===== src/rtl/window_gen_3x3_pkg.sv =====
// -----------------------------------------------------------------------------
// window_gen_3x3_pkg
// Shared image-pipeline definitions used by the 3x3 window generator and its
// line buffers: default pixel width and frame geometry, window size, the
// frame-sequencing FSM state encoding, and a counter-width helper.
// -----------------------------------------------------------------------------
package window_gen_3x3_pkg;

    // Default pixel width and frame geometry for the pipeline.
    localparam int DATA_W_DEF     = 8;
    localparam int IMG_WIDTH_DEF  = 64;
    localparam int IMG_HEIGHT_DEF = 64;

    // Window is WIN_SIZE x WIN_SIZE pixels.
    localparam int WIN_SIZE = 3;

    // Frame sequencing: IDLE until the first sof, RUN while a frame streams
    // in, DONE after the last pixel until the next sof.
    typedef enum logic [1:0] {
        ST_IDLE = 2'd0,
        ST_RUN  = 2'd1,
        ST_DONE = 2'd2
    } win_state_t;

    // Bits needed to hold a counter running 0..n-1 (at least one bit).
    function automatic int cnt_width(input int n);
        return (n <= 1) ? 1 : $clog2(n);
    endfunction

endpackage


===== src/rtl/window_gen_3x3_line_buffer.sv =====
// -----------------------------------------------------------------------------
// line_buffer
// One image row of pixel storage, indexed by column.
//   clk     : rising-edge clock for the write port
//   wr_en   : write wr_data to entry addr at the clock edge
//   addr    : column index, shared by the read and write port
//   wr_data : pixel to store
//   rd_data : current contents of entry addr (same-cycle read, i.e. the value
//             stored before any write happening at this edge)
// Storage is deliberately not reset; stale contents are masked by the
// window-valid logic in the consumer.
// -----------------------------------------------------------------------------
module line_buffer
    import window_gen_3x3_pkg::*;
#(
    parameter int DATA_W = DATA_W_DEF,
    parameter int DEPTH  = IMG_WIDTH_DEF
) (
    input  logic                         clk,
    input  logic                         wr_en,
    input  logic [cnt_width(DEPTH)-1:0]  addr,
    input  logic [DATA_W-1:0]            wr_data,
    output logic [DATA_W-1:0]            rd_data
);

    logic [DATA_W-1:0] mem [DEPTH];

    always_ff @(posedge clk) begin
        if (wr_en) begin
            mem[addr] <= wr_data;
        end
    end

    // Asynchronous read: the window needs the old row values in the same
    // cycle the new pixel is accepted.
    assign rd_data = mem[addr];

endmodule


===== src/rtl/window_gen_3x3.sv =====
// -----------------------------------------------------------------------------
// window_gen_3x3
// Streams raster-order pixels and produces a sliding 3x3 window over interior
// positions only (no border windows, no padding).
//   clk        : rising-edge clock
//   rst        : asynchronous active-high reset
//   sof        : start of frame, marks the pixel presented this cycle as (0,0)
//   pix_in     : raster-order input pixel
//   pix_valid  : pix_in valid this cycle (no backpressure)
//   p1..p9     : window, row-major; p1 top-left, p5 centre, p9 newest pixel
//   win_valid  : p1..p9 form a complete interior window this cycle
//   frame_done : one-cycle pulse after the last pixel of a frame is accepted
// The window registers shift left by one column per accepted pixel and hold
// otherwise. Two line buffers supply the rows above the incoming pixel.
// -----------------------------------------------------------------------------
module window_gen_3x3
    import window_gen_3x3_pkg::*;
#(
    parameter int DATA_W     = DATA_W_DEF,
    parameter int IMG_WIDTH  = IMG_WIDTH_DEF,
    parameter int IMG_HEIGHT = IMG_HEIGHT_DEF
) (
    input  logic              clk,
    input  logic              rst,
    input  logic              sof,
    input  logic [DATA_W-1:0] pix_in,
    input  logic              pix_valid,
    output logic [DATA_W-1:0] p1,
    output logic [DATA_W-1:0] p2,
    output logic [DATA_W-1:0] p3,
    output logic [DATA_W-1:0] p4,
    output logic [DATA_W-1:0] p5,
    output logic [DATA_W-1:0] p6,
    output logic [DATA_W-1:0] p7,
    output logic [DATA_W-1:0] p8,
    output logic [DATA_W-1:0] p9,
    output logic              win_valid,
    output logic              frame_done
);

    localparam int COL_W = cnt_width(IMG_WIDTH);
    localparam int ROW_W = cnt_width(IMG_HEIGHT);

    localparam logic [COL_W-1:0] COL_LAST = COL_W'(IMG_WIDTH - 1);
    localparam logic [ROW_W-1:0] ROW_LAST = ROW_W'(IMG_HEIGHT - 1);
    localparam logic [COL_W-1:0] COL_MIN  = COL_W'(WIN_SIZE - 1);
    localparam logic [ROW_W-1:0] ROW_MIN  = ROW_W'(WIN_SIZE - 1);

    // ------------------------------------------------------------------
    // State and counters
    // ------------------------------------------------------------------
    win_state_t       state_reg, state_next;
    logic [COL_W-1:0] col_reg, col_next;
    logic [ROW_W-1:0] row_reg, row_next;
    logic             win_valid_reg, win_valid_next;
    logic             frame_done_reg, frame_done_next;

    // Decode of the current cycle
    logic             accept;
    logic [COL_W-1:0] cur_col;
    logic [ROW_W-1:0] cur_row;
    logic             last_pix;

    // ------------------------------------------------------------------
    // FSM output/decode logic: which pixel (if any) is accepted and where
    // it sits in the frame. sof with a valid pixel always wins and forces
    // the pixel to (0,0), whatever the state.
    // ------------------------------------------------------------------
    always_comb begin
        accept          = pix_valid && (sof || (state_reg == ST_RUN));
        cur_col         = sof ? '0 : col_reg;
        cur_row         = sof ? '0 : row_reg;
        last_pix        = accept && (cur_col == COL_LAST) && (cur_row == ROW_LAST);
        // Only positions whose full 3x3 neighbourhood lies in this row band
        // produce a window; c<2 would straddle a row wrap.
        win_valid_next  = accept && (cur_row >= ROW_MIN) && (cur_col >= COL_MIN);
        frame_done_next = last_pix;
    end

    // ------------------------------------------------------------------
    // FSM next-state logic
    // ------------------------------------------------------------------
    always_comb begin
        state_next = state_reg;
        if (accept) begin
            state_next = last_pix ? ST_DONE : ST_RUN;
        end
    end

    // Raster position counters: point at the position of the next pixel.
    always_comb begin
        col_next = col_reg;
        row_next = row_reg;
        if (accept) begin
            if (cur_col == COL_LAST) begin
                col_next = '0;
                row_next = (cur_row == ROW_LAST) ? '0 : cur_row + ROW_W'(1);
            end else begin
                col_next = cur_col + COL_W'(1);
                row_next = cur_row;
            end
        end
    end

    // ------------------------------------------------------------------
    // FSM state register plus counters and status flags
    // ------------------------------------------------------------------
    always_ff @(posedge clk or posedge rst) begin
        if (rst) begin
            state_reg      <= ST_IDLE;
            col_reg        <= '0;
            row_reg        <= '0;
            win_valid_reg  <= 1'b0;
            frame_done_reg <= 1'b0;
        end else begin
            state_reg      <= state_next;
            col_reg        <= col_next;
            row_reg        <= row_next;
            win_valid_reg  <= win_valid_next;
            frame_done_reg <= frame_done_next;
        end
    end

    assign win_valid  = win_valid_reg;
    assign frame_done = frame_done_reg;

    // ------------------------------------------------------------------
    // Line buffers: index 0 holds row r-1, index 1 holds row r-2.
    // On acceptance the old row r-1 value migrates into the r-2 buffer and
    // the new pixel becomes the r-1 value for the next row.
    // ------------------------------------------------------------------
    logic [DATA_W-1:0] lb_rd_data [2];
    logic [DATA_W-1:0] lb_wr_data [2];

    always_comb begin
        lb_wr_data[0] = pix_in;
        lb_wr_data[1] = lb_rd_data[0];
    end

    generate
        for (genvar gi = 0; gi < 2; gi++) begin : g_lb
            line_buffer #(
                .DATA_W (DATA_W),
                .DEPTH  (IMG_WIDTH)
            ) u_line_buffer (
                .clk     (clk),
                .wr_en   (accept),
                .addr    (cur_col),
                .wr_data (lb_wr_data[gi]),
                .rd_data (lb_rd_data[gi])
            );
        end
    endgenerate

    // ------------------------------------------------------------------
    // Window registers: one shift row per window row. The new right-hand
    // column is {row r-2, row r-1, row r} at column c, read from the line
    // buffers before this edge's write.
    // ------------------------------------------------------------------
    logic [DATA_W-1:0] col_in [WIN_SIZE];

    always_comb begin
        col_in[0] = lb_rd_data[1];
        col_in[1] = lb_rd_data[0];
        col_in[2] = pix_in;
    end

    generate
        for (genvar gi = 0; gi < WIN_SIZE; gi++) begin : g_row
            logic [DATA_W-1:0] taps_reg [WIN_SIZE];

            always_ff @(posedge clk or posedge rst) begin
                if (rst) begin
                    for (int k = 0; k < WIN_SIZE; k++) begin
                        taps_reg[k] <= '0;
                    end
                end else if (accept) begin
                    for (int k = 0; k < WIN_SIZE - 1; k++) begin
                        taps_reg[k] <= taps_reg[k + 1];
                    end
                    taps_reg[WIN_SIZE - 1] <= col_in[gi];
                end
            end
        end
    endgenerate

    assign p1 = g_row[0].taps_reg[0];
    assign p2 = g_row[0].taps_reg[1];
    assign p3 = g_row[0].taps_reg[2];
    assign p4 = g_row[1].taps_reg[0];
    assign p5 = g_row[1].taps_reg[1];
    assign p6 = g_row[1].taps_reg[2];
    assign p7 = g_row[2].taps_reg[0];
    assign p8 = g_row[2].taps_reg[1];
    assign p9 = g_row[2].taps_reg[2];

endmodule


===== config.mk =====
export PLATFORM = sky130hd
export DESIGN_NAME = window_gen_3x3
export DESIGN_NICKNAME = d
export VERILOG_FILES = /design/src/rtl/window_gen_3x3_pkg.sv /design/src/rtl/window_gen_3x3_line_buffer.sv /design/src/rtl/window_gen_3x3.sv
export SDC_FILE = /design/constraint.sdc
export NUM_CORES = 1
export LEC_CHECK = 0
export CORE_UTILIZATION = 45
export CTS_CLUSTER_SIZE = 10
export DETAILED_ROUTE_END_ITERATION = 10
export PLACE_DENSITY_LB_ADDON = 0.2
export RECOVER_POWER = 50
export SETUP_SLACK_MARGIN = 0.4
export SYNTH_ARGS = -nofsm -noshare
export SYNTH_HDL_FRONTEND = slang
export SYNTH_SLANG_ARGS = --single-unit

===== constraint.sdc =====
create_clock -name clk -period 3.8 [get_ports clk]
set_input_delay 0.76 -clock clk [delete_from_list [all_inputs] [get_ports clk]]
set_output_delay 0.76 -clock clk [all_outputs]
set_load 0.05 [all_outputs]

==> results.yml, run 1 <==
run_status:
  outcome: "finished with violations"
  violations: "capacitance limit, slew limit"
worst_setup_path:
  crit_fanout: 65
  cp-startpoint: "pix_in[5]"
  crit_buf_inv: 2
  slowest_delay_ns: 2.60
  cp_slowest_cell: "clkbuf_1"
  cp_data_arrival_time_ns: 3.64
  r2r-start: "col_reg[1]"
  cp_cell_sequence: "buf_2, clkbuf_1"
  startpoint_type: "input pin"
  crit_family: "buffers and inverters"
  cp-end-kind: "flip-flop"
  required_ns: 3.79
  critPathKind: "input pin to flip-flop"
global_routing:
  grt.total_usage_pct: 32.3
  grt_overflow: 0
  grt_pass1_wl_um: 216000
  grt.busiest_layer: "met2"
  antenna_found_initial: 7
  grt_use_met1_pct: 45.2
  use_met2_pct: 49.2
  grt_pass1_vias: 27003
  met3_usage_pct: 6.63
  grt_max_degree: 89
sta:
  final_max_slew_viol_count: 373
  hold_ws_ns: 0.464
  finClkSkew_ns: 0.0314
  fmax_mhz: 274
  rsz0062_at_grt: "true"
  fin_crit_ns: 3.65
  maxSlewHeadroom_pct: -158
  hold_viol: 0
  worst_slack_ns: 0.153
  max_slew.worst_pin.slew_ns: 3.87
  finalCritPeriodShare_pct: 96.0
  finalSetupViolCount: 0
  setup-tns-final_ns: 0
die:
  row_count: 113
  die_w_um: 313
  fp.dieArea_mm2: 0.0980
  pin_count: 86
  start_util_pct: 45.6
  die_y_um: 313
  core_area_mm2: 0.0954
yosys:
  synthSimpleGateAreaFrac_pct: 6.09
  synth_top_family_by_area: "compound AO/OA/AOI/OAI gates"
  synth_xor_area_share_pct: 0
  netlist_instances: 2695
  synthDistinctLibCells: 80
  syn_nets: 2711
  synth-edff-count: 1024
  synth_compound_area_share_pct: 9.23
  synthFlopType: "edfxtp_1"
  ys_seq_elements: 1112
  syn-cell-area_mm2: 0.0435
  synthAdderAreaFrac_pct: 0.115
  ys_seq_area_share_pct: 75.7
  synthArstFlopShare_pct: 7.91
  yosys-mux-area-fraction_pct: 6.97
  synth.avg_cell_area_um2: 16.2
  yosysWarnings: 0
power_and_ir_drop:
  cellPowerDensity_mw_per_mm2: 566
  ir_drop_v: 0.000446
  power_leakage_nw: 17.8
drt:
  wl_per_cell_um: 36.0
  ant_nets: 0
  dr.pass1.iters: 8
  routed_wl_um: 159000
  num_vias: 28152
  drtIter0Drc: 4010
  vias_per_cell: 6.38
  post-route-drc-count: 0
min_path:
  hp-start: "p1[4]"
  min_path_type: "flip-flop to flip-flop"
final_layout:
  multi_input_area_mm2: 0.0100
  final_layout_size_suffix_gt1_share_pct: 19.9
  nFillCells: 7658
  fin_nets: 3105
  largest_reg_flops: 1024
  final-instance-count-excl-fill: 4413
  seq_area_mm2: 0.0330
  regMostFlops: "g_lb.u_line_buffer.mem"
  layout_commonest_cell: "edfxtp_1"
  final_cell_mix: "edfxtp_1 (1024), nand2_1 (262), buf_4 (245)"
  area_delta_synth_final_pct: 20.1
place:
  dp_hpwl_um: 104000
  place.gp.congestion: 1.00
  placed_cells: 4202
  io_buffers: 85
  post-place-ws_ns: -0.0265
flow_run:
  drv_cap: 10
clock_network:
  numCtsBuffers: 132
  cts.clk_slew.worst_paths_ns: 0.05
  h-tree-depth: 4
  cts_tree: "built"
  clk_latency_ns: 0.76
  clk_path_buf_depth: 3
  clock-sinks: 1112
  cts-root-buf: "clkbuf_16"
[cell families after synthesis]
kind of cell / after synthesis
DFF: 1112
and+or+nand+nor: 577
AOI/OAI and AO/OA: 560
muxes: 257
buffers and inverters: 185
adders and majority gates: 4
[worst min-delay path, cell delays in order (launching register included)]
cell and delay, ns:
dfrtp_1 0.33, nand2_1 0.05, nand2_1 0.05
[power by group]
part,internal (mW),switching (mW)
registers,13.9,0.168
logic,1.26,2.91
clock network,6.47,4.84
[final cells by class]
cell class | instances | area share (%)
flip-flops and latches | 1112 | 63.1
multi-input cells | 1398 | 19.1
repair buffers | 435 | 7.49
clock buffers | 169 | 6.70
well taps | 1265 | 3.03
clock inverters | 21 | 0.486
inverters | 10 | 0.0838
diodes | 3 | 0.0144
[stage by stage]
| step | area, µm² | util [%] | total power [mW] |
|---|---|---|---|
| 2_1_floorplan | 43700 | - | 16.3 |
| 6_report | 52300 | 54.8 | 29.6 |
| 3_3_place_gp | 48400 | 50.8 | 18.3 |
| 4_1_cts | 52300 | 54.8 | 29.6 |
| 3_5_place_dp | 48400 | 50.8 | 18.4 |
| 5_1_grt | 52300 | 54.8 | 30.3 |
[final timing paths]
path,cells after the start,slack (ns),endpoint
max,2,0.15,g_lb[0].u_line_buffer.mem[54][5]
min,2,0.46,p1[4]
max reg2reg,11,0.17,g_lb[1].u_line_buffer.mem[34][6]
min reg2reg,2,0.46,p1[4]
max in group asynchronous,3,0.91,p4[3]
min in group asynchronous,2,0.60,p7[4]
[metal layers]
metal / vias to the layer above / wire, µm
met5: - / 21
met1: 14517 / 63100
li1: 11464 / -
met4: 4 / 7110
met2: 1805 / 72000
met3: 362 / 16600
[timing repair]
action | CTS | global route
pin swaps | 0 | 4
resized for setup | 12 | 22
setup endpoints to repair | 513 | 368
hold buffers | 0 | 0
gates cloned | 0 | 1
buffers inserted | 9 | 8
[synthesized netlist by cell type (6+ instances only)]
master	count	share of area, %
a22oi_1	56	0.97
o21ai_0	71	0.82
nor4_1	6	0.086
a21oi_1	111	1.3
nor2b_1	21	0.30
o211ai_1	8	0.14
dfrtp_1	88	5.1
edfxtp_1	1024	71
a31oi_1	22	0.32
a2111oi_0	11	0.22
a41oi_1	10	0.20
a32oi_1	11	0.22
nand2b_1	6	0.086
nand2_1	265	2.3
nor2_1	143	1.2
a31o_2	6	0.12
clkbuf_1	87	0.75
o221ai_1	10	0.20
o22a_1	14	0.28
nor3b_1	7	0.12
mux2_2	62	1.6
nor3_1	18	0.21
buf_1	15	0.13
o22ai_1	43	0.62
and3_1	10	0.14
a221oi_1	45	0.91
inv_1	7	0.060
mux4_2	29	1.5
buf_2	61	0.70
a221o_1	19	0.44
a222oi_1	23	0.53
o2bb2ai_1	10	0.20
and2_1	7	0.10
a211oi_1	12	0.21
mux2i_1	164	3.8
buf_4	6	0.10
a22o_1	38	0.76
nand3_1	27	0.31
or2_2	6	0.086
nand3b_1	27	0.47
(Power assumes the default switching activity.)
==> run 2: changes to the inputs <==
- clock period: 3.8 -> 4.7 ns (I/O delays scaled with it)
==> results.yml, run 2 (same netlist as run 1, synthesis figures left out) <==
sta:
  final_max_slew_viol_count: 585
  fin_crit_ns: 4.68
  setup-tns-final_ns: 0
  rsz0062_at_grt: "false"
  finClkSkew_ns: 0.0294
  maxSlewHeadroom_pct: -174
  max_slew.worst_pin.slew_ns: 4.11
  worst_slack_ns: 0.0152
  hold_viol: 0
  fmax_mhz: 213
  finalSetupViolCount: 0
  finalCritPeriodShare_pct: 99.7
drt:
  routed_wl_um: 157000
  dr.pass1.iters: 7
  ant_nets: 0
  post-route-drc-count: 0
  wl_per_cell_um: 36.5
  vias_per_cell: 6.55
  drtIter0Drc: 4319
  num_vias: 28219
clock_network:
  cts.clk_slew.worst_paths_ns: 0.05
  holdBufCountCts: 0
  cts_setup_buffers: 0
  clock-sinks: 1112
  clk_latency_ns: 0.76
  h-tree-depth: 4
  clk_path_buf_depth: 3
  cts-root-buf: "clkbuf_16"
  cts.repair.resized: 2
  numCtsBuffers: 132
  cts_tree: "built"
worst_setup_path:
  cp_cell_sequence: "buf_4, clkbuf_1, o21a_1, nand3_1, clkbuf_1, nor2_1, buf_4"
  rr_endpoint: "g_lb[1].u_line_buffer.mem[11][5]"
  slowest_delay_ns: 1.10
  crit_path_end: "g_lb[1].u_line_buffer.mem[63][2]"
  critPathKind: "input pin to flip-flop"
  reg2regPathDepth: 6
  timing.reg2reg.setup_slack_ns: 0.26
  cp-end-kind: "flip-flop"
  required_ns: 5.12
  crit_buf_inv: 4
  r2r-start: "col_reg[1]"
  cp-startpoint: "sof"
  crit_fanout: 30
  path_depth: 7
  crit_family: "buffers and inverters"
  cp_data_arrival_time_ns: 5.11
  startpoint_type: "input pin"
  cp_slowest_cell: "o21a_1"
power_and_ir_drop:
  cellPowerDensity_mw_per_mm2: 466
  p_int_mw: 17.3
  power_leakage_nw: 17.1
  p_seq_share_pct: 48.2
  switching_share_pct: 27.1
  design_power_total_mw: 23.7
  clkPwrFrac_pct: 38.5
  power_switching_mw: 6.42
  pwr-share-comb_pct: 13.2
  ir_drop_v: 0.000269
final_layout:
  largest_reg_flops: 1024
  area_delta_synth_final_pct: 16.8
  layout_commonest_cell: "edfxtp_1"
  fin_nets: 3000
  nFillCells: 7724
  multi_input_area_mm2: 0.00988
  final_cell_mix: "edfxtp_1 (1024), nand2_1 (262), buf_4 (186)"
  seq_area_mm2: 0.0330
  regMostFlops: "g_lb.u_line_buffer.mem"
  final_layout_size_suffix_gt1_share_pct: 16.4
  final-instance-count-excl-fill: 4310
run_status:
  outcome: "finished with violations"
  violations: "capacitance limit, slew limit"
flow_run:
  drv_cap: 14
global_routing:
  grt.total_usage_pct: 32.2
  grt_pass1_wl_um: 217000
  grt_max_degree: 71
  antenna_found_initial: 6
  grt_pass1_vias: 27058
  grt_overflow: 0
die:
  die_w_um: 313
  core_area_mm2: 0.0954
  fp.dieArea_mm2: 0.0980
  pin_count: 86
  die_y_um: 313
  row_count: 113
  start_util_pct: 45.6
place:
  place.gp.congestion: 1.04
  placed_cells: 4115
  dp_hpwl_um: 101000
  io_buffers: 85
  post-place-ws_ns: 0.0435
min_path:
  min_path_type: "flip-flop to flip-flop"
## run 2: cell types whose count changed in the layout (fill, tap and decap cells not counted), moves of 7 or more
cell             before  now
buf_12               46   15
buf_4               245  186
clkbuf_2             13    6
clkdlybuf4s50_1      12    1
dlygate4sd3_1        64   75
## run 2: layout make-up
cell class / count / share of cell area [%]
flip-flops and latches: 1112 / 64.8
inverters: 10 / 0.0762
multi-input cells: 1398 / 19.4
clock buffers: 170 / 6.83
well taps: 1265 / 3.11
repair buffers: 330 / 5.24
clock inverters: 20 / 0.504
diodes: 5 / 0.0246
## run 2: per-stage QoR
stage / area [µm²] / hold WS [ns] / util (%)
finish: 50900 / 0.472 / 53.3
global route: 50900 / 0.494 / 53.3
CTS: 51000 / 0.480 / 53.5
detailed placement: 47300 / 0.467 / 49.6
global placement: 47300 / 0.457 / 49.6
floorplan: 43500 / 0.450 / -
## run 2: layer usage
metal	GRT usage (%)	vias up	wire length, µm	share of wire, %
met4	17.1	4	9120	5.8
met3	7.79	429	18100	11
met1	43.8	14411	60200	38
met2	48.0	2133	69800	44
li1	-	11242	-	-
met5	0	-	34	0.022
## run 2: tightest hold or removal path: stages (launching register included)
cell and delay (ns):
dfrtp_1 0.33, nand2_1 0.05, nand2_1 0.06
## run 2: how the worst min path moves through the flow
stage	start	to	slack (ns)	depth (start not counted)
after global routing	p4[3]	p4[3]	0.49	2
after detailed placement	p4[3]	p4[3]	0.47	2
after floorplan	state_reg[1]	state_reg[1]	0.45	1
after global placement	p7[5]	p7[5]	0.46	2
after CTS	p4[3]	p4[3]	0.48	2
final	p4[6]	p4[6]	0.47	2
## run 2: power by group through the flow
stage               Sequential [mW]  Combinational (mW)  Clock, mW
CTS                            11.4                3.11       9.22
finish                         11.4                3.13       9.14
global placement               11.6                3.07          0
floorplan                      11.9                1.22          0
detailed placement             11.6                3.10          0
global route                   11.4                3.19       9.60
